==> src/rtl/inst_fetch.sv <==
// Instruction fetch unit: walks a PC over a byte-wide program memory, assembles
// {opcode, lo} plus an optional operand byte, and hands them to execute.
module inst_fetch #(
  parameter int ADDR_W = 8
) (
  input  logic              clk,
  input  logic              rst,
  output logic [ADDR_W-1:0] mem_addr,
  output logic              mem_req,
  input  logic              mem_ack,
  input  logic [7:0]        mem_rdata,
  output logic [15:0]       inst,
  output logic [7:0]        data,
  output logic [ADDR_W-1:0] inst_pc,
  output logic              inst_valid,
  input  logic              inst_ready,
  input  logic              pc_load,
  input  logic [ADDR_W-1:0] pc_in
);

  localparam logic [2:0] START      = 3'd0;
  localparam logic [2:0] FETCH_HI   = 3'd1;
  localparam logic [2:0] FETCH_LO   = 3'd2;
  localparam logic [2:0] FETCH_DATA = 3'd3;
  localparam logic [2:0] PRESENT    = 3'd4;

  localparam logic [ADDR_W-1:0] OFS_HI   = ADDR_W'(0);
  localparam logic [ADDR_W-1:0] OFS_LO   = ADDR_W'(1);
  localparam logic [ADDR_W-1:0] OFS_DATA = ADDR_W'(2);
  localparam logic [ADDR_W-1:0] LEN_2    = ADDR_W'(2);
  localparam logic [ADDR_W-1:0] LEN_3    = ADDR_W'(3);

  logic [2:0]        state;
  logic [ADDR_W-1:0] pc;
  logic [ADDR_W-1:0] addr_ofs;
  logic              has_data;
  logic              data_src;

  // The opcode byte already sits in inst[15:8] when the lo byte arrives.
  assign data_src = inst[15] && (inst[10:9] == 2'b01);

  always_comb begin
    addr_ofs = OFS_HI;
    mem_req  = 1'b0;
    case (state)
      FETCH_HI:   begin addr_ofs = OFS_HI;   mem_req = 1'b1; end
      FETCH_LO:   begin addr_ofs = OFS_LO;   mem_req = 1'b1; end
      FETCH_DATA: begin addr_ofs = OFS_DATA; mem_req = 1'b1; end
      default:    begin addr_ofs = OFS_HI;   mem_req = 1'b0; end
    endcase
  end

  assign mem_addr   = pc + addr_ofs;
  assign inst_valid = (state == PRESENT);

  always_ff @(posedge clk) begin
    if (rst) begin
      state    <= START;
      pc       <= '0;
      inst     <= '0;
      data     <= '0;
      inst_pc  <= '0;
      has_data <= 1'b0;
    end else begin
      case (state)
        START: state <= FETCH_HI;
        FETCH_HI: begin
          if (mem_ack) begin
            inst[15:8] <= mem_rdata;
            state      <= FETCH_LO;
          end
        end
        FETCH_LO: begin
          if (mem_ack) begin
            inst[7:0] <= mem_rdata;
            if (data_src) begin
              has_data <= 1'b1;
              state    <= FETCH_DATA;
            end else begin
              has_data <= 1'b0;
              data     <= 8'h00;
              inst_pc  <= pc;
              state    <= PRESENT;
            end
          end
        end
        FETCH_DATA: begin
          if (mem_ack) begin
            data    <= mem_rdata;
            inst_pc <= pc;
            state   <= PRESENT;
          end
        end
        PRESENT: begin
          // Redirects only take effect at the handoff edge.
          if (inst_ready) begin
            pc    <= pc_load ? pc_in : pc + (has_data ? LEN_3 : LEN_2);
            state <= FETCH_HI;
          end
        end
        default: state <= START;
      endcase
    end
  end

endmodule

==> config.mk <==
export PLATFORM = sky130hd
export DESIGN_NAME = inst_fetch
export DESIGN_NICKNAME = d
export VERILOG_FILES = /design/src/rtl/inst_fetch.sv
export SDC_FILE = /design/constraint.sdc
export NUM_CORES = 1
export LEC_CHECK = 0
export CAP_MARGIN = 20
export CELL_PAD_IN_SITES_DETAIL_PLACEMENT = 1
export CELL_PAD_IN_SITES_GLOBAL_PLACEMENT = 1
export CORE_UTILIZATION = 37
export CTS_BUF_LIST = sky130_fd_sc_hd__clkbuf_4 sky130_fd_sc_hd__clkbuf_8 sky130_fd_sc_hd__clkbuf_16
export CTS_CLUSTER_SIZE = 24
export DETAILED_ROUTE_END_ITERATION = 16
export GPL_ROUTABILITY_DRIVEN = 0
export PLACE_DENSITY_LB_ADDON = 0.1
export SLEW_MARGIN = 20
export SYNTH_ARGS = -nofsm -noshare
export SYNTH_HDL_FRONTEND = slang
export SYNTH_SLANG_ARGS = --single-unit
==> constraint.sdc <==
create_clock -name clk -period 6.23 [get_ports clk]
set_input_delay 1.869 -clock clk [delete_from_list [all_inputs] [get_ports clk]]
set_output_delay 1.869 -clock clk [all_outputs]
set_load 0.02 [all_outputs]
==> results of run 1 <==
-- registers in the layout, summed over array words and instances (netlist names) --
signal / cells
inst: 16
pc: 8
inst_pc: 8
state: 3
data: 8
has_data: 1
-- stage by stage --
stage / cells / utilization (%) / total power [mW]
final: 359 / 51.4 / 0.580
after global routing: 359 / 51.4 / 0.607
after CTS: 359 / 51.4 / 0.589
after detailed placement: 351 / 49.4 / 0.367
after global placement: 351 / 49.4 / 0.366
after floorplan: 235 / - / 0.337
-- cell usage after synthesis (2+ instances only) --
master	number	area share (%)
a211oi_1	5	1.8
a21o_1	3	1.1
a21oi_1	13	3.1
a22oi_1	2	0.71
and3b_1	2	0.83
buf_2	8	1.9
buf_4	2	0.71
buf_6	3	1.6
clkbuf_1	6	1.1
dfxtp_1	44	42
ha_1	4	2.4
inv_1	6	1.1
mux2i_1	17	8.1
nand2_1	30	5.3
nand2b_1	2	0.59
nand3_1	4	0.95
nand3b_1	8	2.8
nand3b_4	2	1.9
nand4bb_1	2	1.1
nor2_1	27	4.8
nor2b_1	2	0.59
nor3_1	2	0.47
o21ai_0	11	2.6
o21ai_1	7	1.7
xnor2_1	3	1.2
xor2_1	3	1.2
-- power groups by stage --
stage / Clock [mW] / Combinational, mW / Sequential [mW]
after detailed placement: 0 / 0.0668 / 0.300
after global routing: 0.242 / 0.0715 / 0.294
after CTS: 0.229 / 0.0672 / 0.293
after global placement: 0 / 0.0666 / 0.300
final: 0.221 / 0.0662 / 0.293
after floorplan: 0 / 0.0362 / 0.301
-- final cells by class --
class,count,share of cell area [%]
Clock inverter,3,1.50
Tap cell,72,3.18
Inverter,6,0.795
Multi-Input combinational cell,166,38.8
Sequential cell,44,31.1
Timing Repair Buffer,63,22.2
Clock buffer,5,2.43
-- cell usage in the layout, fill, tap and decap left out, types with 2 or more instances in the layout --
cell type / netlist / routed
a211oi_1: 5 / 5
a21o_1: 3 / 3
a21oi_1: 13 / 13
a22oi_1: 2 / 2
and3b_1: 2 / 2
clkbuf_8: 0 / 5
clkdlybuf4s50_1: 0 / 62
dfxtp_1: 44 / 44
ha_1: 4 / 4
inv_1: 6 / 6
mux2i_1: 17 / 17
nand2_1: 30 / 30
nand2b_1: 2 / 2
nand3_1: 4 / 4
nand3b_1: 8 / 8
nand3b_4: 2 / 2
nand4bb_1: 2 / 2
nor2_1: 27 / 27
nor2b_1: 2 / 2
nor3_1: 2 / 2
o21ai_0: 11 / 11
o21ai_1: 7 / 7
xnor2_1: 3 / 3
xor2_1: 3 / 3
-- cell families after synthesis --
family / share of synthesized area (%)
compound gates: 16.0
xor+xnor: 2.49
fa+ha+maj: 3.32
buf+inv: 6.33
flops: 41.7
mux: 8.05
simple gates: 22.1
-- worst paths after layout --
path                       to  depth (start not counted)  slack (ps)     start
setup / recovery  mem_addr[6]                          7        1700  state[1]
hold / removal        inst[7]                          2         460   inst[7]
setup reg to reg      data[6]                          4        4350  state[0]
hold reg to reg       inst[7]                          2         460   inst[7]
-- tightest hold or removal path: cells and delay by family, from the launching register on --
family          cells  cell delay [ps]
flops               1              320
simple gates        1               50
compound gates      1               50
-- per-layer routing --
metal,part of all wire [%],up-vias
li1,-,910
met1,50,902
met2,46,33
met3,3.6,2
met4,0.53,0
met5,0,-
==> impl_metrics.env, run 1 <==
export IMPL_outcome="finished, final reports clean"
export IMPL_sequential_to_total_area_share_from_yosys_stat_pct=41.7
export IMPL_nets=312
export IMPL_postCtsHoldBufs=0
export IMPL_crit_arrival_ps=2660
export IMPL_synth_enable_flop_cells=0
export IMPL_rsz_0062_raised_after_global_routing="no"
export IMPL_slew_headroom_pct=44.8
export IMPL_fill_cells=645
export IMPL_p_per_area_nw_per_um2=205
export IMPL_fin_area_um2=2830
export IMPL_post_cts_setup_buffers=0
export IMPL_worst_ep_required_time_ps=4360
export IMPL_grtUsageTotal_pct=18.8
export IMPL_die_y_um=77.6
export IMPL_worst_hold_check_path_type="reg2reg"
export IMPL_drc_marker_count_from_the_first_detailed_route_iteration=51
export IMPL_multiInputGateArea_um2=1100
export IMPL_dp_hpwl_mm=3.80
export IMPL_ctsHtreeMaxLevel=2
export IMPL_yosys_warnings=0
export IMPL_drt_pass1_iter_count=4
export IMPL_critPathMaxFanout=11
export IMPL_vias_per_cell=5.14
export IMPL_floorplan_core_area_um2=5510
export IMPL_timing_max_cap_violations=0
export IMPL_final_seq_area_um2=881
export IMPL_setup_violations_final=0
export IMPL_floorplan_initialDensity_pct=38.4
export IMPL_timing_setup_critical_path_class="reg2out"
export IMPL_comb_power_share_pct=11.4
export IMPL_clk_root_buffer_cell="clkbuf_8"
export IMPL_crit_slowest_cell="clkdlybuf4s50_1"
export IMPL_post_route_cells_drive_above_1_share_pct=5.57
export IMPL_clk_pin_slew_ps=90
export IMPL_yosys_cell_types_count=43
export IMPL_cts_repair_resize_count=0
export IMPL_final_setup_tns_ps=0
export IMPL_internal_power_mw=0.439
export IMPL_total_switching_power_mw=0.141
export IMPL_detail_route_wl_per_cell_um=15.2
export IMPL_routed_wirelength_mm=5.44
export IMPL_area_growth_syn_to_layout_pct=34.0
export IMPL_syn_area_per_cell_um2=8.99
export IMPL_path_cells="nor3b_2 > ha_1 > fa_1 > nand3_1 > nor2_1 > xor2_1 > clkdlybuf4s50_1"
export IMPL_pwr_share_seq_pct=50.6
export IMPL_power_leakage_nw=1.10
export IMPL_worstSetupStartpointType="register"
export IMPL_hold_viol=0
export IMPL_die_area_um2=6020
export IMPL_clock_insertion_delay_worst_skew_ps=290
export IMPL_grt_use_met3_pct=4.82
export IMPL_final_setup_skew_ps=5.68
export IMPL_drtAntennaViolNets=0
export IMPL_grt_first_pass_wirelength_mm=8.90
export IMPL_cts_buffer_depth=2
export IMPL_first_global_vias=1743
export IMPL_pre_cts_ws_ps=2010
export IMPL_quantity_of_i_o_buffers_inserted_on_ports=62
export IMPL_dpl_cell_area_um2=2720
export IMPL_rows=27
export IMPL_mappedNetlistNets=261
export IMPL_drc_errors=0
export IMPL_power_switching_share_pct=24.4
export IMPL_max_vdd_ir_drop_uv=118
export IMPL_worst_path_buf_inv=1
export IMPL_tightest_slew_ps=828
export IMPL_cts_num_sinks=44
export IMPL_ys_ff_latch=44
export IMPL_tritoncts_num_buffers=5
export IMPL_grt_use_met1_pct=24.7
export IMPL_synth_top_flop_cell="dfxtp_1"
export IMPL_gr_total_overflow=0
export IMPL_width_of_the_die_um=77.6
export IMPL_global_route_peak_usage_layer="met2"
export IMPL_post_synth_inst_count=235
export IMPL_timing_max_transition_violations_final=0
export IMPL_setup_ws_ps=1700
export IMPL_asyncSetResetFlopFracSynth_pct=0
export IMPL_clock_tree_from_tritoncts="built"
export IMPL_fin_worst_hold_slack_ps=458
export IMPL_min_period_over_period_pct=72.7
export IMPL_highest_clock_rate_mhz=221
export IMPL_initial_antenna_violation_count=0
export IMPL_final_critical_path_time_including_i_o_delays_and_setup_ps=4530
export IMPL_cp_slowest_stage_delay_ps=630
export IMPL_vias=1847
export IMPL_antenna_cells=0
export IMPL_pin_count_of_the_biggest_net_entering_global_routing=46
export IMPL_grtUsageMet2_pct=30.4
export IMPL_boundaryPins=63
export IMPL_syn_area_um2=2110
export IMPL_timing_critical_path_max_delay_family="buffers and inverters"
export IMPL_power_clock_fraction_pct=38.0
export IMPL_endpoint_class_of_the_critical_path="output pin"
(Power assumes the default switching activity.)
==> run 2, diff against run 1 <==
- CORE_UTILIZATION: 37 -> 31
- clock period: 6.23 -> 3.7 ns (I/O delays scaled with it)
==> impl_metrics.env, run 2 (synthesis results as in run 1) <==
export IMPL_power_leakage_nw=1.13
export IMPL_clock_tree_from_tritoncts="built"
export IMPL_floorplan_initialDensity_pct=32.7
export IMPL_area_growth_syn_to_layout_pct=34.8
export IMPL_dp_hpwl_mm=3.85
export IMPL_cts_buffer_depth=2
export IMPL_vias_per_cell=5.01
export IMPL_final_critical_path_time_including_i_o_delays_and_setup_ps=3490
export IMPL_worst_r2r_startpoint="inst[15]"
export IMPL_final_seq_area_um2=882
export IMPL_timing_setup_critical_path_class="reg2out"
export IMPL_boundaryPins=63
export IMPL_ctsHtreeMaxLevel=2
export IMPL_rsz_0062_raised_after_global_routing="no"
export IMPL_post_route_cells_drive_above_1_share_pct=7.24
export IMPL_first_global_vias=1857
export IMPL_crit_arrival_ps=2380
export IMPL_worst_hold_check_path_type="reg2reg"
export IMPL_max_vdd_ir_drop_uv=124
export IMPL_drc_errors=6
export IMPL_timing_max_cap_violations=0
export IMPL_worst_ep_required_time_ps=2590
export IMPL_layout_commonest_cell="clkdlybuf4s50_1"
export IMPL_worstSetupStartpointType="register"
export IMPL_die_y_um=84.6
export IMPL_setup_violations_final=0
export IMPL_clock_insertion_delay_worst_skew_ps=300
export IMPL_quantity_of_i_o_buffers_inserted_on_ports=62
export IMPL_detail_route_wl_per_cell_um=14.8
export IMPL_clk_pin_slew_ps=80
export IMPL_timing_hold_worst_start="inst[7]"
export IMPL_final_setup_tns_ps=0
export IMPL_failed_checks="DRC"
export IMPL_highest_clock_rate_mhz=286
export IMPL_floorplan_core_area_um2=6460
export IMPL_post_cts_setup_buffers=0
export IMPL_grtUsageTotal_pct=16.3
export IMPL_max_flop_register="inst"
export IMPL_vias=1837
export IMPL_critPathMaxFanout=11
export IMPL_slew_headroom_pct=45.0
export IMPL_routed_wirelength_mm=5.43
export IMPL_largest_reg_flops=16
export IMPL_p_per_area_nw_per_um2=323
export IMPL_outcome="finished with violations"
export IMPL_antenna_cells=0
export IMPL_multiInputGateArea_um2=1100
export IMPL_initial_antenna_violation_count=0
export IMPL_tritoncts_num_buffers=5
export IMPL_most_used_cells_in_the_layout_excluding_fill_and_tap_cells="clkdlybuf4s50_1 (61), dfxtp_1 (43), nand2_1 (30)"
export IMPL_clk_root_buffer_cell="clkbuf_8"
export IMPL_fill_cells=778
export IMPL_min_period_over_period_pct=94.3
export IMPL_tightest_slew_ps=824
export IMPL_gr_total_overflow=0
export IMPL_drt_pass1_iter_count=10
export IMPL_final_setup_skew_ps=7.28
export IMPL_hold_viol=0
export IMPL_grt_first_pass_wirelength_mm=9.23
export IMPL_drtAntennaViolNets=0
export IMPL_rows=29
export IMPL_endpoint_class_of_the_critical_path="output pin"
export IMPL_nets=315
export IMPL_cts_num_sinks=44
export IMPL_postCtsHoldBufs=0
export IMPL_worst_setup_path_startpoint="state[1]"
export IMPL_drc_marker_count_from_the_first_detailed_route_iteration=61
export IMPL_width_of_the_die_um=84.6
export IMPL_pre_cts_ws_ps=290
export IMPL_pin_count_of_the_biggest_net_entering_global_routing=45
export IMPL_die_area_um2=7150
export IMPL_timing_max_transition_violations_final=0
export IMPL_setup_ws_ps=209
-- run 2: changes by cell type in the layout (fill, tap and decap cells not counted), sizes merged --
cell and delta:
buf +3, dlymetal6s2s +1, clkdlybuf4s50 -1, bufinv -1
clkbuf +2, clkinvlp -1
-- run 2: repair_timing --
| action | CTS | global route |
|---|---|---|
| resized for setup | 1 | 2 |
| endpoints found under the hold margin | 0 | 0 |
| setup endpoints to repair | 3 | 3 |
-- run 2: worst paths after layout --
kind / endpoint / slack, ps / cells after the start
worst max-delay path: mem_addr[5] / 210 / 7
worst min-delay path: inst[7] / 460 / 2
worst max register to register: inst_pc[5] / 2030 / 4
worst min register to register: inst[7] / 460 / 2
-- run 2: cell type report --
| class | count | share of cell area (%) |
|---|---|---|
| tap | 77 | 3.38 |
| sequential | 44 | 31.0 |
| clock inverter | 1 | 0.308 |
| timing repair buffer | 66 | 22.9 |
| inverter | 6 | 0.791 |
| multi-input combinational | 166 | 38.7 |
| clock buffer | 7 | 2.94 |
-- run 2: critical path, stage by stage (launching register included) --
cell,delay [ps]
dfxtp_2,450
nor3b_2,230
ha_1,210
a21oi_1,90
nor2b_2,190
nand3_1,120
xnor2_1,170
clkdlybuf4s50_1,620
-- run 2: per-stage QoR --
step | total power [mW] | utilization (%) | hold slack, ps | cells | cell area [µm²]
after floorplan | 0.567 | - | 459 | 235 | 2110
after detailed placement | 0.620 | 42.6 | 454 | 359 | 2750
final | 0.920 | 44.1 | 461 | 367 | 2850
after CTS | 0.940 | 44.0 | 466 | 367 | 2840
after global placement | 0.620 | 42.6 | 443 | 359 | 2750
after global routing | 0.964 | 44.1 | 493 | 367 | 2850
-- run 2: per-layer routing --
layer	track usage, %	vias up	part of all wire (%)	wire length [µm]
li1	-	912	-	-
met2	25.9	37	46	2480
met1	21.6	883	48	2600
met4	5.55	0	1.2	65
met3	4.03	5	5.1	277
met5	0	-	0	0
-- run 2: where the power goes --
group	leakage, nW	internal, mW	total (mW)	switching (mW)
registers	0.356	0.482	0.490	0.00815
logic	0.729	0.0585	0.117	0.0588
clock network	0.0493	0.150	0.312	0.162
==> run 3, diff against run 2 <==
- CORE_MARGIN: default -> 8
- SETUP_SLACK_MARGIN: default -> 0.5
==> impl_metrics.env, run 3 (synthesis results as in run 1) <==
export IMPL_final_setup_skew_ps=6.79
export IMPL_final_seq_area_um2=881
export IMPL_first_global_vias=1979
export IMPL_critPathMaxFanout=4
export IMPL_dp_hpwl_mm=4.46
export IMPL_tritoncts_num_buffers=5
export IMPL_vias_per_cell=5.02
export IMPL_crit_arrival_ps=1970
export IMPL_setup_violations_final=0
export IMPL_max_vdd_ir_drop_uv=151
export IMPL_rows=30
export IMPL_worst_ep_required_time_ps=2590
export IMPL_min_period_over_period_pct=83.1
export IMPL_fill_cells=770
export IMPL_setup_ws_ps=625
export IMPL_grtUsageTotal_pct=12.8
export IMPL_fin_worst_hold_slack_ps=458
export IMPL_final_critical_path_time_including_i_o_delays_and_setup_ps=3080
export IMPL_ff2ff_path_depth=4
export IMPL_final_core_utilization_pct=42.9
export IMPL_tightest_slew_ps=863
export IMPL_outcome="finished, final reports clean"
export IMPL_rsz_0062_raised_after_global_routing="yes"
export IMPL_clk_pin_slew_ps=90
export IMPL_quantity_of_i_o_buffers_inserted_on_ports=62
export IMPL_worstSetupStartpointType="register"
export IMPL_timing_setup_critical_path_class="reg2out"
export IMPL_antenna_cells=0
export IMPL_post_route_cells_drive_above_1_share_pct=8.65
export IMPL_final_setup_tns_ps=0
export IMPL_hold_viol=0
export IMPL_pin_count_of_the_biggest_net_entering_global_routing=45
export IMPL_max_flop_register="inst"
export IMPL_cts_buffer_depth=2
export IMPL_timing_max_transition_violations_final=0
export IMPL_slew_headroom_pct=42.5
export IMPL_layout_commonest_cell="clkdlybuf4s50_1"
export IMPL_drtAntennaViolNets=0
export IMPL_most_used_cells_in_the_layout_excluding_fill_and_tap_cells="clkdlybuf4s50_1 (55), dfxtp_1 (44), nand2_1 (30)"
export IMPL_multiInputGateArea_um2=1110
export IMPL_floorplan_core_area_um2=6680
export IMPL_detail_route_wl_per_cell_um=16.5
export IMPL_postCtsHoldBufs=0
export IMPL_p_per_area_nw_per_um2=362
export IMPL_drc_marker_count_from_the_first_detailed_route_iteration=61
export IMPL_drc_errors=0
export IMPL_highest_clock_rate_mhz=325
export IMPL_die_y_um=98.6
export IMPL_boundaryPins=63
export IMPL_power_leakage_nw=1.15
export IMPL_ctsHtreeMaxLevel=2
export IMPL_timing_max_cap_violations=0
export IMPL_post_cts_setup_buffers=0
export IMPL_endpoint_class_of_the_critical_path="output pin"
export IMPL_width_of_the_die_um=98.6
export IMPL_drt_pass1_iter_count=4
export IMPL_clock_insertion_delay_worst_skew_ps=290
export IMPL_initial_antenna_violation_count=0
export IMPL_routed_wirelength_mm=6.08
export IMPL_grt_first_pass_wirelength_mm=10.2
export IMPL_vias=1853
export IMPL_nets=315
export IMPL_clock_tree_from_tritoncts="built"
export IMPL_cts_num_sinks=44
export IMPL_floorplan_initialDensity_pct=31.6
export IMPL_largest_reg_flops=16
export IMPL_area_growth_syn_to_layout_pct=35.6
export IMPL_cells_on_worst_hold_path=2
export IMPL_worst_hold_check_path_type="reg2reg"
export IMPL_pre_cts_ws_ps=480
export IMPL_gr_total_overflow=0
export IMPL_clk_root_buffer_cell="clkbuf_8"
export IMPL_die_area_um2=9720
run 3: cell count changes in the layout (fill, tap and decap cells not counted), moves of 2 or more:
cell,change
clkbuf_4,-2
bufinv_16,+2
dlygate4sd2_1,+3
clkdlybuf4s50_1,-6
clkbuf_2,+3
run 3: layout make-up:
| class | count | area share (%) |
|---|---|---|
| clock buffers | 5 | 2.40 |
| clock inverters | 2 | 2.10 |
| inverters | 6 | 0.786 |
| multi-input cells | 166 | 38.6 |
| flip-flops and latches | 44 | 30.7 |
| well taps | 80 | 3.49 |
| repair buffers | 66 | 21.9 |
run 3: layer usage:
layer | part of all wire [%] | GRT usage (%) | vias to the layer above
li1 | - | - | 911
met1 | 45 | 15.4 | 893
met2 | 46 | 20.7 | 44
met3 | 7.9 | 5.29 | 5
met4 | 0.87 | 3.19 | 0
met5 | 0 | 0 | -
run 3: what timing repair did:
action                                  CTS  global route
pin swaps                                 0             0
endpoints found under the hold margin     0             0
gates resized for setup                  11             8
endpoints found under the setup margin    7             4
run 3: worst max-delay path: stages, from the launching register on:
cell and delay [ps]:
dfxtp_1 370, nor3b_2 210, ha_2 230, fa_1 200
nand3_1 160, nor2_2 150, xor2_1 160, buf_2 190
run 3: final timing paths:
kind	start	end	slack [ps]
worst max-delay path	state[1]	mem_addr[6]	620
worst min-delay path	inst[0]	inst[0]	460
worst max register to register	inst[15]	inst_pc[6]	2000
worst min register to register	inst[0]	inst[0]	460
run 3: report_power, final:
part	switching, mW	internal, mW	leakage [nW]
sequential	0.00653	0.482	0.356
clock	0.162	0.266	0.0642
combinational	0.0618	0.0588	0.727
total	0.231	0.806	1.15
run 3: through the flow:
stage                     power (mW)  cells  cell area (µm²)
final                           1.04    369             2870
after global routing            1.09    369             2870
after CTS                       1.06    369             2880
after detailed placement       0.623    362             2750
after global placement         0.621    362             2750
after floorplan                0.567    235             2110
